<file path="src/rtl/alu_pkg.sv">
// Shared definitions for the multicycle ALU: opcode encodings, controller
// states and the opcode legality check.
package alu_pkg;

    localparam logic [3:0] OP_ADD  = 4'd0;
    localparam logic [3:0] OP_SUB  = 4'd1;
    localparam logic [3:0] OP_XOR  = 4'd2;
    localparam logic [3:0] OP_SLT  = 4'd3;
    localparam logic [3:0] OP_AND  = 4'd4;
    localparam logic [3:0] OP_NAND = 4'd5;
    localparam logic [3:0] OP_NOR  = 4'd6;
    localparam logic [3:0] OP_OR   = 4'd7;
    localparam logic [3:0] OP_MUL  = 4'd8;
    localparam logic [3:0] OP_SLL  = 4'd9;
    localparam logic [3:0] OP_SRL  = 4'd10;
    localparam logic [3:0] OP_SRA  = 4'd11;

    typedef enum logic [1:0] {
        ST_IDLE = 2'd0,
        ST_BUSY = 2'd1,
        ST_DONE = 2'd2
    } state_t;

    // Opcodes 12..15 are reserved and reported as illegal.
    function automatic logic op_is_legal(input logic [3:0] op);
        return (op <= OP_SRA);
    endfunction

endpackage

</file>
<file path="src/rtl/seq_multiplier.sv">
// Iterative unsigned shift-add multiplier: one multiplier bit per cycle,
// full 2*WIDTH product, single-cycle done pulse when the product is final.
module seq_multiplier #(
    parameter int WIDTH = 32
) (
    input  logic               clk,
    input  logic               reset,
    input  logic               start,
    input  logic [WIDTH-1:0]   a,
    input  logic [WIDTH-1:0]   b,
    output logic               done,
    output logic [2*WIDTH-1:0] product
);

    localparam int CW = $clog2(WIDTH) + 1;

    logic [2*WIDTH-1:0] acc_q;
    logic [2*WIDTH-1:0] mcand_q;
    logic [WIDTH-1:0]   mplier_q;
    logic [CW-1:0]      cnt_q;
    logic               busy_q;
    logic               done_q;

    always_ff @(posedge clk) begin
        if (reset) begin
            acc_q    <= '0;
            mcand_q  <= '0;
            mplier_q <= '0;
            cnt_q    <= '0;
            busy_q   <= 1'b0;
            done_q   <= 1'b0;
        end else begin
            done_q <= 1'b0;
            if (start) begin
                acc_q    <= '0;
                mcand_q  <= {{WIDTH{1'b0}}, a};
                mplier_q <= b;
                cnt_q    <= '0;
                busy_q   <= 1'b1;
            end else if (busy_q) begin
                if (mplier_q[0]) begin
                    acc_q <= acc_q + mcand_q;
                end
                mcand_q  <= mcand_q << 1;
                mplier_q <= mplier_q >> 1;
                cnt_q    <= cnt_q + 1'b1;
                // Last bit consumed on this edge; acc_q is final afterwards.
                if (cnt_q == CW'(WIDTH - 1)) begin
                    busy_q <= 1'b0;
                    done_q <= 1'b1;
                end
            end
        end
    end

    assign done    = done_q;
    assign product = acc_q;

endmodule

</file>
<file path="src/rtl/multicycle_alu.sv">
// Valid/ready ALU: single-cycle ops registered on acceptance, MUL handed to
// the iterative multiplier; result and flags held in DONE until consumed.
module multicycle_alu
    import alu_pkg::*;
#(
    parameter int WIDTH = 32,
    parameter int SHW   = $clog2(WIDTH)
) (
    input  logic             clk,
    input  logic             reset,
    input  logic             in_valid,
    output logic             in_ready,
    input  logic [WIDTH-1:0] a,
    input  logic [WIDTH-1:0] b,
    input  logic [3:0]       command,
    output logic             out_valid,
    input  logic             out_ready,
    output logic [WIDTH-1:0] result,
    output logic             carryout,
    output logic             zero,
    output logic             overflow,
    output logic             illegal
);

    state_t             state_q, state_d;
    logic [WIDTH-1:0]   result_q;
    logic               carry_q, zero_q, ovf_q, illegal_q;

    logic               in_fire;
    logic               mul_start;
    logic               mul_done;
    logic [2*WIDTH-1:0] mul_product;

    logic               sub_op;
    logic [WIDTH-1:0]   b_eff;
    logic [WIDTH:0]     sum_w;
    logic               add_ovf;
    logic [SHW-1:0]     shamt;
    logic [WIDTH-1:0]   alu_res;
    logic               alu_carry, alu_ovf, alu_ill;

    assign in_ready  = (state_q == ST_IDLE) || ((state_q == ST_DONE) && out_ready);
    assign out_valid = (state_q == ST_DONE);
    assign in_fire   = in_valid && in_ready;
    assign mul_start = in_fire && (command == OP_MUL);

    seq_multiplier #(.WIDTH(WIDTH)) u_mul (
        .clk     (clk),
        .reset   (reset),
        .start   (mul_start),
        .a       (a),
        .b       (b),
        .done    (mul_done),
        .product (mul_product)
    );

    // SUB and SLT share the adder as a + ~b + 1.
    assign sub_op  = (command == OP_SUB) || (command == OP_SLT);
    assign b_eff   = sub_op ? ~b : b;
    assign sum_w   = {1'b0, a} + {1'b0, b_eff} + {{WIDTH{1'b0}}, sub_op};
    assign add_ovf = (a[WIDTH-1] == b_eff[WIDTH-1]) && (sum_w[WIDTH-1] != a[WIDTH-1]);
    assign shamt   = b[SHW-1:0];

    always_comb begin
        alu_res   = '0;
        alu_carry = 1'b0;
        alu_ovf   = 1'b0;
        alu_ill   = !op_is_legal(command);
        case (command)
            OP_ADD, OP_SUB: begin
                alu_res   = sum_w[WIDTH-1:0];
                alu_carry = sum_w[WIDTH];
                alu_ovf   = add_ovf;
            end
            OP_SLT: begin
                // Sign of the difference corrected by overflow gives a true signed compare.
                alu_res   = {{(WIDTH-1){1'b0}}, sum_w[WIDTH-1] ^ add_ovf};
                alu_carry = sum_w[WIDTH];
                alu_ovf   = add_ovf;
            end
            OP_XOR:  alu_res = a ^ b;
            OP_AND:  alu_res = a & b;
            OP_NAND: alu_res = ~(a & b);
            OP_NOR:  alu_res = ~(a | b);
            OP_OR:   alu_res = a | b;
            OP_SLL:  alu_res = a << shamt;
            OP_SRL:  alu_res = a >> shamt;
            OP_SRA:  alu_res = WIDTH'($signed(a) >>> shamt);
            default: alu_res = '0;
        endcase
    end

    always_comb begin
        state_d = state_q;
        case (state_q)
            ST_IDLE: begin
                if (in_fire) state_d = (command == OP_MUL) ? ST_BUSY : ST_DONE;
            end
            ST_BUSY: begin
                if (mul_done) state_d = ST_DONE;
            end
            ST_DONE: begin
                if (in_fire)        state_d = (command == OP_MUL) ? ST_BUSY : ST_DONE;
                else if (out_ready) state_d = ST_IDLE;
            end
            default: state_d = ST_IDLE;
        endcase
    end

    always_ff @(posedge clk) begin
        if (reset) begin
            state_q   <= ST_IDLE;
            result_q  <= '0;
            carry_q   <= 1'b0;
            zero_q    <= 1'b0;
            ovf_q     <= 1'b0;
            illegal_q <= 1'b0;
        end else begin
            state_q <= state_d;
            if (in_fire && (command != OP_MUL)) begin
                result_q  <= alu_res;
                carry_q   <= alu_carry;
                zero_q    <= (alu_res == '0);
                ovf_q     <= alu_ovf;
                illegal_q <= alu_ill;
            end else if ((state_q == ST_BUSY) && mul_done) begin
                result_q  <= mul_product[WIDTH-1:0];
                carry_q   <= 1'b0;
                zero_q    <= (mul_product[WIDTH-1:0] == '0);
                ovf_q     <= |mul_product[2*WIDTH-1:WIDTH];
                illegal_q <= 1'b0;
            end
        end
    end

    assign result   = result_q;
    assign carryout = carry_q;
    assign zero     = zero_q;
    assign overflow = ovf_q;
    assign illegal  = illegal_q;

endmodule

</file>
<file path="config.mk">
export PLATFORM = sky130hd
export DESIGN_NAME = multicycle_alu
export DESIGN_NICKNAME = d
export VERILOG_FILES = /design/src/rtl/alu_pkg.sv /design/src/rtl/seq_multiplier.sv /design/src/rtl/multicycle_alu.sv
export SDC_FILE = /design/constraint.sdc
export NUM_CORES = 1
export LEC_CHECK = 0
export CORE_UTILIZATION = 45
export CTS_CLUSTER_SIZE = 14
export DETAILED_ROUTE_END_ITERATION = 7
export DONT_BUFFER_PORTS = 1
export GPL_TIMING_DRIVEN = 0
export SLEW_MARGIN = 10
export SYNTH_ARGS = -nofsm -noshare
export SYNTH_HDL_FRONTEND = slang
export SYNTH_HIERARCHICAL = 1
export SYNTH_SLANG_ARGS = --single-unit
export TNS_END_PERCENT = 20
</file>
<file path="constraint.sdc">
create_clock -name clk -period 15.2 [get_ports clk]
set_input_delay 3.04 -clock clk [delete_from_list [all_inputs] [get_ports clk]]
set_output_delay 3.04 -clock clk [all_outputs]
set_load 0.02 [all_outputs]
</file>
Word-level counts from Yosys, hierarchy flattened
Index checks and enable logic that the tools add are counted.

word-level totals
  flip-flop bits (word level) = 206
  input bits = 72
  logic and storage cells = 98

operators by class
  add/sub/neg operators = 4
  order comparisons = 1
  equal/unequal tests = 20
  shift operators = 3
  muxes and demuxes = 27
  bitwise gates (word level) = 8
  reduce and logical (&&, ||, !) cells = 22

operators with widths
  kind                                                              number
  32-bit case mux with 10 select lines                              1
  32-bit two-way mux                                                7
  32-bit NOT                                                        3
  64-bit adder                                                      1
  32-bit zero test                                                  2
  32-bit by 32-bit adder with 33-bit output                         1
  33-bit by 1-bit adder with 33-bit output                          1
  32-bit bitwise AND                                                1
  32-bit OR                                                         1
  32-bit OR reduction                                               1
  32-bit by 5-bit << shifter with 32-bit output                     1
  32-bit by 5-bit >> shifter with 32-bit output                     1
  32-bit by 5-bit >>> shifter with 32-bit output                    1
  32-bit bitwise XOR                                                1
  4-bit by 3-bit == test with 1-bit output (second input constant)  4
  4-bit == test (second input constant)                             4
  1-bit two-way mux                                                 13
  2-bit two-way mux                                                 5
  4-bit by 2-bit == test with 1-bit output (second input constant)  2
  6-bit by 1-bit adder with 6-bit output (second input constant)    1
  6-bit by 5-bit == test with 1-bit output (second input constant)  1
  1-bit logical AND                                                 6
  2-bit case mux with 3 select lines                                1
  3-bit OR reduction                                                2
  other kinds (20)                                                  23

Logic depth before layout (Yosys ltp)
Gate-level depths: netlist of the first run.

  depth after elaboration = 11
  mapped depth = 17

Hierarchy
The synthesis of the first run kept the hierarchy.

modules (own cells, without submodules)
  module          instances  cells an instance  area an instance (sq um)  seq. area each (sq um)
  multicycle_alu  1          1530               11270.8                   760.7
  seq_multiplier  1          1326               10466.3                   3363.2

Least setup slack after synthesis of the first run
No wires, ideal clock.

  path type = input to register
  from = input port command[0]
  to = register zero_q, in the netlist zero
  setup time = 0.096 ns
  arrival time = 6.966 ns
  required time = 15.104 ns
  slack = 8.139 ns
  cell stages on the path = 17
  buffers on the path = 4
  cells stage by stage = buf_2 -> inv_1 -> buf_1 -> nor3_1 -> clkbuf_1 -> xnor2_1 -> ha_1 -> clkbuf_1 -> nor2_1 -> a311o_1 -> o21ba_2 -> a21oi_1 -> a21oi_1 -> xor2_1 -> o21ai_1 -> or4_1 -> o41ai_2

between the ends
  word-level cells in the longest chain between the ends = 11
  elaborated cells between the ends (all ways) = 26
  those cells by class = 2 x add/sub; 13 x eq/ne; 3 x mux; 1 x bitwise; 7 x reduce/logical

RTL lines
  what                                                                                                         line                                        text
  start: declaration                                                                                           multicycle_alu.sv:15                        input logic [3:0] command,
  4-bit by 1-bit == test with 1-bit output / 4-bit by 2-bit == test with 1-bit output (equally long branches)  multicycle_alu.sv:58, multicycle_alu.sv:69
  1-bit logical OR                                                                                             multicycle_alu.sv:58                        assign sub_op = (command == OP_SUB) || (command == OP_SLT);
  32-bit two-way mux                                                                                           multicycle_alu.sv:59                        assign b_eff = sub_op ? ~b : b;
  32-bit by 32-bit adder with 33-bit output                                                                    multicycle_alu.sv:60                        assign sum_w = {1'b0, a} + {1'b0, b_eff} + {{WIDTH{1'b0}}, sub_op};
  33-bit by 1-bit adder with 33-bit output                                                                     multicycle_alu.sv:60
  1-bit != test                                                                                                multicycle_alu.sv:61                        assign add_ovf = (a[WIDTH-1] == b_eff[WIDTH-1]) && (sum_w[WIDTH-1] != a[WIDTH-1]);
  1-bit logical AND                                                                                            multicycle_alu.sv:61
  1-bit bitwise XOR                                                                                            multicycle_alu.sv:77                        alu_res = {{(WIDTH-1){1'b0}}, sum_w[WIDTH-1] ^ add_ovf};
  32-bit case mux with 10 select lines                                                                         multicycle_alu.sv:69                        case (command)
  32-bit zero test                                                                                             multicycle_alu.sv:123                       zero_q <= (alu_res == '0);
  1-bit two-way mux                                                                                            multicycle_alu.sv:120                       if (in_fire && (command != OP_MUL)) begin
  end signal: assignment                                                                                       multicycle_alu.sv:123
  end signal: assignment                                                                                       multicycle_alu.sv:129                       zero_q <= (mul_product[WIDTH-1:0] == '0);
  end: declaration                                                                                             multicycle_alu.sv:27                        logic carry_q, zero_q, ovf_q, illegal_q;

Parallel ways exist; a longest one is shown, timed or not.
A chain may end at the register's enable or synchronous reset.

Worst setup path after layout of the first run
Ends and elaborated chain as after synthesis.

==> flow_metrics.tcl, run 1 <==
set metrics [dict create \
    reg2reg_setup_slack_ns 10.94 \
    final.min_clock_period_ns 8.96 \
    reg2regPathDepth 7 \
    critical_path_peak_fanout 10 \
    syn_avg_cell_area_um2 7.61 \
    gr-total-overflow 0 \
    cap_violations 0 \
    cts_sinks 206 \
    vias 25100 \
    cts_tree "built" \
    synth_mux_area_frac 0.137 \
    detail_route.vias_per_cell 7.14 \
    synthesis.area_mm2 0.0217 \
    port_buffers 0 \
    end_kind "register" \
    grt_pass1_vias 23000 \
    drc 0 \
    io_pins 110 \
    antenna_found_initial 10 \
    async_reset_ff_frac 0 \
    cts-root-buf "clkbuf_16" \
    routedWlPerCell_um 33.3 \
    start_kind "input pin" \
    rsz0062_at_grt "no" \
    ys_types 108 \
    finalClockSkew_ns 0.0354 \
    final.fill_count 4681 \
    ys.flop_type "dfxtp_1" \
    grt_pass1_wl_um 164000 \
    postLayoutSetupSlackWorst_ns 6.24 \
    start_util 0.456 \
    first_pass_iters 6 \
    postRouteAntennaNets 0 \
    num-nets-final 3121 \
    worst-slew-pin-transition_ns 1.32 \
    post-route-period-util 0.589 \
    slew_violations 0 \
    clkTransAtPathRegs_ns 0.06 \
    hpwl_um 93900 \
    max_freq_mhz 112 \
    layout-drive-gt1-share 0.0820 \
    synth.yosys.seq_area_share 0.190 \
    irDropWorstVdd_v 0.0000881 \
    grt_use_total 0.458 \
    die_w_um 222 \
    final-hold-violation-count 0 \
    cts_hold_buf 0 \
    setup_viol_count_final 0 \
    hold_path_depth 1 \
    drt-total-wl_um 117000 \
    cp.arrival_ns 9.40 \
    p_leak_nw 9.33 \
    die_area_mm2 0.0492 \
    synth_top_family_by_area "compound AO/OA/AOI/OAI gates" \
    r2r_start "state_q[0]$_SDFFE_PP0P_" \
    cts_setup_buffers 0 \
    startpoint "command[0]" \
    ys_seq_elements 206 \
    cts_buffer_depth 3 \
    synth-edff-count 0 \
    grt_max_degree 14 \
    required_ns 15.64 \
    synth_fa_ha_area_frac 0.0945 \
    htree_levels 1 \
    synth_compound_area_frac 0.252 \
    synthCells 2856 \
    power_density_mw_per_mm2 73.9 \
    critical_path_class "input pin to register" \
    core-area_mm2 0.0476 \
    synthSimpleGateAreaFrac 0.218 \
    status "complete, no violations" \
    crit_end "zero$_SDFFE_PP0P_" \
    areaGrowthSynthToFinish_pct 7.89 \
    rows 80 \
    maxSlewHeadroom 0.113 \
    finalSetupTns_ns 0 \
    drt_iter0_markers 4238 \
    synth_xor_area_frac 0.0475 \
    dp_slack_ns 6.18 \
    r2r_end "u_mul/product[4]$_SDFFE_PP0P_" \
    cts_inserted_buffers 25 \
    cts_resized 0 \
    gp_congestion 1.12 \
    ys_warn_count 6 \
    clock_latency_ns 0.56 \
    synth_nets 3091 \
    hold_class "register to register" \
    die_h_um 222 \
]
cells by family after synthesis:
family,Yosys count
buffers and inverters,303
xor gates and xnor gates,118
and+or+nand+nor,1023
DFF,206
adders and majority gates,163
AOI/OAI and AO/OA,800
muxes,243
worst min-delay path by stage:
| stage | slack [ns] | startpoint | to |
|---|---|---|---|
| CTS | 0.46 | u_mul/cnt_q[5]$_SDFFE_PP0P_ | u_mul/done$_SDFF_PP0_ |
| floorplan | 0.42 | u_mul/cnt_q[5]$_SDFFE_PP0P_ | u_mul/done$_SDFF_PP0_ |
| detailed placement | 0.45 | u_mul/cnt_q[5]$_SDFFE_PP0P_ | u_mul/done$_SDFF_PP0_ |
| global placement | 0.44 | u_mul/cnt_q[5]$_SDFFE_PP0P_ | u_mul/done$_SDFF_PP0_ |
| global route | 0.48 | u_mul/cnt_q[5]$_SDFFE_PP0P_ | u_mul/done$_SDFF_PP0_ |
| finish | 0.46 | u_mul/cnt_q[5]$_SDFFE_PP0P_ | u_mul/done$_SDFF_PP0_ |
registers in the layout, indices dropped and copies added (netlist names):
signal,flops
carryout,1
u_mul/busy_q,1
illegal,1
u_mul/done,1
zero,1
result,32
u_mul/mplier_q,32
u_mul/cnt_q,6
u_mul/product,64
u_mul/mcand_q,64
overflow,1
state_q,2
cell type report:
| type | instances | area, µm² | share of cell area |
|---|---|---|---|
| Antenna cell | 3 | 7.51 | 0.000320 |
| Buffer | 212 | 988 | 0.0421 |
| Clock buffer | 31 | 688 | 0.0293 |
| Clock inverter | 13 | 203 | 0.00864 |
| Inverter | 91 | 342 | 0.0146 |
| Multi-Input combinational cell | 2347 | 16300 | 0.696 |
| Sequential cell | 206 | 4120 | 0.176 |
| Tap cell | 615 | 769 | 0.0328 |
| Timing Repair Buffer | 3 | 17.5 | 0.000747 |
synthesized netlist by cell type, drive strengths merged, types with 40 or more instances:
cell    instances  area share
nand4          57       0.016
buf            84       0.023
mux2i         165       0.076
ha            161       0.093
nor3           63       0.015
nand2         312       0.054
dfxtp         206        0.19
o211ai         41       0.015
nor2          347       0.060
xnor2          80       0.032
o21ai         118       0.028
clkbuf        128       0.022
a211oi         40       0.014
a21o           46       0.016
inv            88       0.015
a21oi         251       0.059
nand3          61       0.014
critical path: stages:
cell      delay [ns]
buf_2           0.20
inv_1           0.11
buf_1           0.44
nor3_1          0.86
clkbuf_1        0.71
xnor2_1         0.23
ha_1            0.32
clkbuf_1        0.40
a21oi_1         0.21
o21ai_0         0.38
o21ba_2         0.23
a21oi_1         0.43
xor2_1          0.18
a221oi_1        0.85
o311a_1         0.30
nand4_1         0.21
o41ai_2         0.27
through the flow:
stage / instance area, µm² / total power [mW] / std cells / hold slack, ns / util
after detailed placement: 22600 / 1.06 / 3474 / 0.448 / 0.473
after floorplan: 21700 / 0.883 / 2856 / 0.423 / -
after global placement: 22500 / 1.06 / 3471 / 0.442 / 0.472
after global routing: 23400 / 1.76 / 3518 / 0.476 / 0.492
after CTS: 23400 / 1.70 / 3518 / 0.458 / 0.492
final: 23500 / 1.73 / 3521 / 0.464 / 0.492
power breakdown:
group	switching (mW)	internal, mW	total, mW
Clock	0.248	0.405	0.652
Combinational	0.350	0.159	0.509
Sequential	0.0203	0.551	0.571
cell usage in the layout, fill, tap and decap left out, types with 15 or more instances in the layout:
cell / instances
clkbuf_16: 25
or3_1: 15
nand4_1: 57
nor4_1: 33
nand2b_1: 16
nor3_1: 58
buf_2: 39
clkbuf_1: 130
ha_1: 161
buf_1: 20
xor2_1: 38
a22oi_1: 23
o211ai_1: 39
dfxtp_1: 206
nand3_1: 61
nor2_1: 345
o21a_1: 26
mux2_2: 32
buf_4: 17
o21bai_1: 17
mux2i_1: 165
a311oi_1: 17
nand2_1: 311
and3_1: 34
o22ai_1: 29
a211o_1: 15
xnor2_1: 80
mux4_2: 37
a31oi_1: 28
and2_1: 16
o21ai_0: 106
inv_1: 86
a21oi_1: 246
a211oi_1: 38
a21o_1: 46
layer usage:
metal	routed length (µm)	up-vias	global-route usage
met5	111	-	0
met4	6850	14	0.215
met3	18100	413	0.167
met2	45900	2093	0.643
met1	46400	12000	0.618
li1	-	10600	-
No activity file was read; power rests on OpenSTA's default activity.
==> run 2, diff against run 1 <==
Clock period 15.2 ns to 8.7 ns, I/O delays scaled along.
==> results of run 2 <==
Same layout as run 1 (identical final DEF). Status: complete, no violations.
Main changes from that run: setup slack after placement 6.18 ns -> 0.985 ns; setup slack after layout 6.24 ns -> 1.04 ns; register-to-register setup slack 10.94 ns -> 4.44 ns; total power 1.73 mW -> 3.03 mW; worst IR drop on VDD 0.0000881 V -> 0.000154 V
